## src/rtl/reg_sipo_pkg.sv

```systemverilog
// rtl/reg_sipo_pkg.sv - shared widths and FSM state type for the SIPO register-file slice
package reg_sipo_pkg;

  localparam int ADSize      = 5;
  localparam int DASize      = 8;
  localparam int STP_REGSize = 32;

  typedef enum logic [2:0] {
    IDLE  = 3'd0,
    WRITE = 3'd1,
    READ  = 3'd2,
    WIN   = 3'd3,
    DONE  = 3'd4
  } sipo_state_t;

endpackage

```

## src/rtl/reg_sipo_32x8.sv

```systemverilog
// rtl/reg_sipo_32x8.sv - 32-entry register file with a three-register sliding window read port
module reg_sipo_32x8 #(
  parameter int ADSize = 5,
  parameter int DASize = 8
) (
  input  logic              clk,
  input  logic              rst,
  input  logic              enable,
  input  logic              Write,
  input  logic              Read,
  input  logic [DASize-1:0] DIN,
  input  logic [ADSize-1:0] Write_ADDR,
  input  logic [ADSize-1:0] Read_ADDR,
  output logic [DASize-1:0] OUT_1,
  output logic [DASize-1:0] OUT_2,
  output logic [DASize-1:0] OUT_3
);
  import reg_sipo_pkg::*;

  logic [DASize-1:0] mem [0:STP_REGSize-1];
  logic [ADSize-1:0] rd_addr_1;
  logic [ADSize-1:0] rd_addr_2;

  assign rd_addr_1 = Read_ADDR + ADSize'(1);
  assign rd_addr_2 = Read_ADDR + ADSize'(2);

  // Storage array: written by the controller's write strobe, no reset needed.
  always_ff @(posedge clk) begin
    if (enable && Write) begin
      mem[Write_ADDR] <= DIN;
    end
  end

  // Window registers: capture three consecutive entries on the read strobe.
  always_ff @(posedge clk or negedge rst) begin
    if (!rst) begin
      OUT_1 <= '0;
      OUT_2 <= '0;
      OUT_3 <= '0;
    end else if (enable && Read) begin
      OUT_1 <= mem[Read_ADDR];
      OUT_2 <= mem[rd_addr_1];
      OUT_3 <= mem[rd_addr_2];
    end
  end

endmodule

```

## src/rtl/reg_sipo_sys.sv

```systemverilog
// rtl/reg_sipo_sys.sv - wrapper joining the frame controller to the 32x8 register file (SIPO_CTRL_STATS_EN adds counters)
module reg_sipo_sys #(
  parameter int ADSize    = 5,
  parameter int DASize    = 8,
  parameter int FRAME_LEN = 8
) (
  input  logic              clk,
  input  logic              rst,
  input  logic              start,
  input  logic              abort,
  input  logic              in_valid,
  input  logic [DASize-1:0] in_data,
  output logic              in_ready,
  input  logic              win_ready,
  output logic              win_valid,
  output logic [ADSize-1:0] win_base,
  output logic              done,
  output logic [DASize-1:0] OUT_1,
  output logic [DASize-1:0] OUT_2,
  output logic [DASize-1:0] OUT_3
`ifdef SIPO_CTRL_STATS_EN
  ,
  output logic [15:0]       frame_cnt,
  output logic [15:0]       win_cnt
`endif
);

  logic              enable;
  logic              wr;
  logic              rd;
  logic [DASize-1:0] din;
  logic [ADSize-1:0] wr_addr;
  logic [ADSize-1:0] rd_addr;

  reg_sipo_ctrl #(
    .ADSize   (ADSize),
    .DASize   (DASize),
    .FRAME_LEN(FRAME_LEN)
  ) u_ctrl (
    .clk       (clk),
    .rst       (rst),
    .start     (start),
    .abort     (abort),
    .in_valid  (in_valid),
    .in_data   (in_data),
    .in_ready  (in_ready),
    .win_ready (win_ready),
    .win_valid (win_valid),
    .win_base  (win_base),
    .done      (done),
    .enable    (enable),
    .Write     (wr),
    .Read      (rd),
    .DIN       (din),
    .Write_ADDR(wr_addr),
    .Read_ADDR (rd_addr)
`ifdef SIPO_CTRL_STATS_EN
    ,
    .frame_cnt (frame_cnt),
    .win_cnt   (win_cnt)
`endif
  );

  reg_sipo_32x8 #(
    .ADSize(ADSize),
    .DASize(DASize)
  ) u_rf (
    .clk       (clk),
    .rst       (rst),
    .enable    (enable),
    .Write     (wr),
    .Read      (rd),
    .DIN       (din),
    .Write_ADDR(wr_addr),
    .Read_ADDR (rd_addr),
    .OUT_1     (OUT_1),
    .OUT_2     (OUT_2),
    .OUT_3     (OUT_3)
  );

endmodule

```

## src/rtl/reg_sipo_ctrl.sv

```systemverilog
// rtl/reg_sipo_ctrl.sv - frame FSM streaming bytes into the register file and presenting 3-byte windows (SIPO_CTRL_STATS_EN adds counters)
module reg_sipo_ctrl #(
  parameter int ADSize    = 5,
  parameter int DASize    = 8,
  parameter int FRAME_LEN = 8
) (
  input  logic              clk,
  input  logic              rst,
  input  logic              start,
  input  logic              abort,
  input  logic              in_valid,
  input  logic [DASize-1:0] in_data,
  output logic              in_ready,
  input  logic              win_ready,
  output logic              win_valid,
  output logic [ADSize-1:0] win_base,
  output logic              done,
  output logic              enable,
  output logic              Write,
  output logic              Read,
  output logic [DASize-1:0] DIN,
  output logic [ADSize-1:0] Write_ADDR,
  output logic [ADSize-1:0] Read_ADDR
`ifdef SIPO_CTRL_STATS_EN
  ,
  output logic [15:0]       frame_cnt,
  output logic [15:0]       win_cnt
`endif
);
  import reg_sipo_pkg::*;

  // Byte counter wide enough to hold FRAME_LEN itself.
  localparam int CW = $clog2(FRAME_LEN + 1);

  sipo_state_t       state;
  logic [ADSize-1:0] wr_ptr;
  logic [CW-1:0]     count;
  logic [CW-1:0]     count_inc;
  logic [ADSize-1:0] base_q;
  logic [ADSize-1:0] oldest_addr;
  logic              wr_hs;

  assign wr_hs       = (state == WRITE) && in_valid;
  assign count_inc   = count + CW'(1);
  // Oldest of the last three bytes written; never wraps for a legal frame.
  assign oldest_addr = wr_ptr - ADSize'(3);

  // Frame sequencing: abort wins over every other transition.
  always_ff @(posedge clk or negedge rst) begin
    if (!rst) begin
      state  <= IDLE;
      wr_ptr <= '0;
      count  <= '0;
      base_q <= '0;
    end else if (abort) begin
      state <= IDLE;
    end else begin
      case (state)
        IDLE: begin
          if (start) begin
            state  <= WRITE;
            wr_ptr <= '0;
            count  <= '0;
          end
        end
        WRITE: begin
          if (in_valid) begin
            wr_ptr <= wr_ptr + ADSize'(1);
            count  <= count_inc;
            if (count_inc >= CW'(3)) begin
              state <= READ;
            end
          end
        end
        READ: begin
          base_q <= oldest_addr;
          state  <= WIN;
        end
        WIN: begin
          if (win_ready) begin
            state <= (count == CW'(FRAME_LEN)) ? DONE : WRITE;
          end
        end
        DONE: begin
          state <= IDLE;
        end
        default: begin
          state <= IDLE;
        end
      endcase
    end
  end

  // Output decode from the registered state; datapath fields are zero unless strobed.
  always_comb begin
    in_ready   = (state == WRITE);
    win_valid  = (state == WIN);
    win_base   = (state == WIN) ? base_q : '0;
    done       = (state == DONE);
    enable     = (state != IDLE);
    Write      = wr_hs;
    DIN        = wr_hs ? in_data : '0;
    Write_ADDR = wr_hs ? wr_ptr : '0;
    Read       = (state == READ);
    Read_ADDR  = (state == READ) ? oldest_addr : '0;
  end

`ifdef SIPO_CTRL_STATS_EN
  // Free-running wrap-around statistics, cleared only by reset.
  always_ff @(posedge clk or negedge rst) begin
    if (!rst) begin
      frame_cnt <= '0;
      win_cnt   <= '0;
    end else begin
      if (state == DONE) begin
        frame_cnt <= frame_cnt + 16'd1;
      end
      if ((state == WIN) && win_ready) begin
        win_cnt <= win_cnt + 16'd1;
      end
    end
  end
`endif

endmodule

```

## config.mk

```make
export PLATFORM = sky130hd
export DESIGN_NAME = reg_sipo_sys
export DESIGN_NICKNAME = d
export VERILOG_FILES = /design/src/rtl/reg_sipo_pkg.sv /design/src/rtl/reg_sipo_32x8.sv /design/src/rtl/reg_sipo_sys.sv /design/src/rtl/reg_sipo_ctrl.sv
export SDC_FILE = /design/constraint.sdc
export NUM_CORES = 1
export LEC_CHECK = 0
export CAP_MARGIN = 10
export CORE_AREA = 2 2 168 211
export CTS_BUF_LIST = sky130_fd_sc_hd__clkbuf_8
export CTS_CLUSTER_SIZE = 40
export DETAILED_ROUTE_END_ITERATION = 10
export DIE_AREA = 0 0 170 213
export PLACE_DENSITY = 0.67
export SETUP_SLACK_MARGIN = 0.02
export SYNTH_ARGS = -nofsm -noshare
export SYNTH_HDL_FRONTEND = slang
export SYNTH_SLANG_ARGS = --single-unit
export TNS_END_PERCENT = 1
```

## constraint.sdc

```tcl
create_clock -name clk -period 6 [get_ports clk]
set_input_delay 1.2 -clock clk [delete_from_list [all_inputs] [get_ports clk]]
set_output_delay 1.2 -clock clk [all_outputs]
set_load 0.02 [all_outputs]
```

==> results by group <==
Global route
  • Number of antenna violations at the first check in global routing: 1
  • Pin count of the biggest net entering global routing: 154
  • GR Util All Layers: 41.9%
  • First-pass GRT wire length: 109000 um
  • Total gr overflow: 0
  • Vias in the first global route: 15900

Worst setup path
  • CP cell instances: or4b_4, inv_12, ha_2, buf_4, nor2_1, and3_1, nand3_1, o2111ai_1, o41ai_1, o311a_1
  • Crit Path Max Fanout: 69
  • Worst setup path class: flip-flop to flip-flop
  • CP bufs+invs: 2
  • Crit path largest cell delay: 0.74 ns
  • Crit end category: flip-flop
  • CP delay by family, top: simple AND/OR/NAND/NOR gates
  • Crit path from: u_ctrl.state[2]$_DFFE_PN0P_
  • R2R depth: 10
  • Worst path required time: 6.55 ns
  • Critical register-to-register path endpoint: u_rf.OUT_2[3]$_DFFE_PN0P_
  • R2R Setup Slk: 1.41 ns
  • Worst setup SP type: flip-flop
  • CP max-delay cell: buf_4
  • Worst Path Arrival: 5.14 ns
  • R2R Path Start: u_ctrl.state[2]$_DFFE_PN0P_

Routing
  • Detailed Routing Iterations Pass 1: 6
  • Vias: 17300
  • DR vias/cell: 7.50
  • DRC viols: 0
  • Final wirelength: 75800 um
  • Wire per inst: 32.9 um
  • Post-route ant nets: 0
  • Initial drt markers: 3129

Min path
  • Startpoint of the worst hold path: u_ctrl.base_q[2]$_DFFE_PN0P_
  • Hold Crit Depth: 1
  • Worst hold path class: flip-flop to flip-flop
  • WHS Endpoint: u_ctrl.base_q[2]$_DFFE_PN0P_

CTS
  • Clk root buf: clkbuf_8
  • Clock sink count: 297
  • Hold-fix buffer count after cts: 0
  • Cts repair resizes: 0
  • Clk buf depth: 3
  • CTS H-tree lvls: 2
  • Setup Buffers After CTS: 0
  • Worst skew pair latency: 0.64 ns
  • Clock-pin slew on the worst setup and hold paths: 0.08 ns
  • CTS tree: done
  • TritonCTS Buffers: 47

Floorplan
  • Die ar.: 0.0362 mm2
  • Initial Util: 54.1%
  • Die X: 170 um
  • Num rows: 76
  • # IOs: 46
  • Die H: 213 um
  • Core ar.: 0.0342 mm2

Logic synthesis
  • Avg Synthesized Cell Area: 10.0 um2
  • Cell Area, Synth: 0.0185 mm2
  • Ys async rst share: 13.8%
  • Synthesized net count: 1865
  • Number of synthesized flops with an enable pin: 256
  • Share of the yosys chip area belonging to registers: 47.0%
  • Synth Register Bits: 297
  • Synth Instances: 1845
  • Primary FF master, synth: edfxtp_1
  • Yosys warnings: 0
  • Distinct cells, synth: 91

STA
  • F_max: 0.218 GHz
  • Sum Neg Setup Slack: 0 ns
  • Crit share post-route: 76.4%
  • Final setup fails: 0
  • Final Hold Fails: 0
  • Layout Skew: 0.0453 ns
  • Worst slew margin: 9.24%
  • Fin. max-slew vios: 0
  • Worst slew pin tran: 1.36 ns
  • RSZ-0062 raised after global routing: false
  • Fin crit period: 4.59 ns

Final layout
  • Commonest non-fill, non-tap cell in the layout: nand2_1
  • Syn-to-layout area delta: 8.86%
  • Final #Nets: 1852
  • Commonest cells after routing, fill and taps aside: 384 x nand2_1, 256 x edfxtp_1, 101 x nor2_1
  • Share of post-route cells with drive strength above 1: 12.5%
  • Filler cells: 2951

Run status
  • Status: finished, final reports clean

Power
  • Total power: 6360 uW
  • Leakage power: 0.00682 uW
  • Peak supply drop: 0.285 mV
  • Pwr Density: 315 mW/mm2

Place
  • Placer congestion estimate: 1.05
  • Buffers on Ports: 45
  • DP Wirelength: 50600 um

Flow run
  • Max Cap Viol: 0
-- worst register-to-register path, delay by kind of cell (launching register included) --
family,cells,cell delay [ns]
simple gates,4,1.32
compound gates,3,1.15
fa+ha+maj,1,0.53
flops,1,0.55
buf+inv,2,0.99
-- through the flow --
step                utilization [%]  hold WS [ns]  worst slack (ns)  cells  area (um2)
floorplan                         -         0.472              2.04   1845       18500
global placement               56.0         0.487              1.65   2211       19200
detailed placement             56.0         0.500              1.60   2211       19200
CTS                            58.9         0.515              1.58   2299       20200
global route                   58.9         0.532              1.26   2300       20200
finish                         58.9         0.508              1.41   2301       20200
-- worst max path at each step --
stage | to | slack [ns] | cells past startpoint
3_3_place_gp | u_rf.OUT_2[7]$_DFFE_PN0P_ | 1.65 | 13
2_1_floorplan | u_rf.OUT_2[7]$_DFFE_PN0P_ | 2.04 | 18
4_1_cts | u_rf.OUT_2[2]$_DFFE_PN0P_ | 1.58 | 10
5_1_grt | u_rf.OUT_2[3]$_DFFE_PN0P_ | 1.26 | 10
6_report | u_rf.OUT_2[3]$_DFFE_PN0P_ | 1.41 | 10
3_5_place_dp | u_rf.OUT_2[2]$_DFFE_PN0P_ | 1.60 | 10
-- power by group --
part | leakage, uW | total [uW] | switching [uW] | internal, uW
registers | 0.00286 | 2550 | 178 | 2370
clock network | 0.000517 | 1840 | 878 | 964
logic | 0.00344 | 1980 | 1270 | 704
-- cells in the mapped netlist (12+ instances only) --
| library cell | n | area share [%] |
|---|---|---|
| a211oi_1 | 32 | 1.3 |
| a21oi_1 | 52 | 1.4 |
| a221o_1 | 12 | 0.65 |
| a311oi_1 | 34 | 1.6 |
| a31oi_1 | 44 | 1.5 |
| and3_1 | 50 | 1.7 |
| buf_1 | 12 | 0.24 |
| buf_2 | 48 | 1.3 |
| clkbuf_1 | 79 | 1.6 |
| dfrtp_1 | 41 | 5.5 |
| edfxtp_1 | 256 | 41 |
| mux2_2 | 15 | 0.91 |
| mux2i_1 | 80 | 4.3 |
| mux4_2 | 53 | 6.4 |
| nand2_1 | 385 | 7.8 |
| nand3_1 | 95 | 2.6 |
| nor2_1 | 101 | 2.0 |
| nor3_1 | 90 | 2.4 |
| nor4_1 | 30 | 1.0 |
| o211ai_1 | 15 | 0.61 |
| o21ai_0 | 43 | 1.2 |
| o221ai_1 | 13 | 0.61 |
| o22ai_1 | 41 | 1.4 |
| o31ai_1 | 14 | 0.57 |
| or3_1 | 20 | 0.68 |
-- kinds of logic after synthesis --
| kind of cell | count (synthesis) | synth area share (%) |
|---|---|---|
| compound gates | 386 | 15.0 |
| xor+xnor | 11 | 0.641 |
| fa+ha+maj | 6 | 0.405 |
| buf+inv | 172 | 4.70 |
| flops | 297 | 47.0 |
| mux | 149 | 11.8 |
| simple gates | 824 | 20.4 |
-- flip-flops by register name, indices dropped and copies added (netlist names) --
register / flops
u_ctrl.state: 3
u_rf.OUT_1: 8
u_ctrl.count: 4
u_ctrl.base_q: 5
u_rf.OUT_3: 8
u_rf.mem: 256
u_ctrl.wr_ptr: 5
u_rf.OUT_2: 8
-- routing by layer --
| metal | vias up | track usage [%] | wire, um |
|---|---|---|---|
| li1 | 7073 | - | - |
| met1 | 8391 | 54.2 | 27000 |
| met2 | 1454 | 62.9 | 33100 |
| met3 | 351 | 9.29 | 9220 |
| met4 | 0 | 29.1 | 6510 |
| met5 | - | 0 | 0 |
-- area by class of cell --
class | count | area [um2] | area share [%]
Antenna cell | 1 | 2.50 | 0.0124
Clock buffer | 51 | 702 | 3.48
Clock inverter | 37 | 277 | 1.37
Inverter | 11 | 58.8 | 0.291
Multi-Input combinational cell | 1376 | 9010 | 44.7
Sequential cell | 297 | 8710 | 43.2
Tap cell | 429 | 537 | 2.66
Timing Repair Buffer | 99 | 871 | 4.32
(Power assumes the default switching activity.)
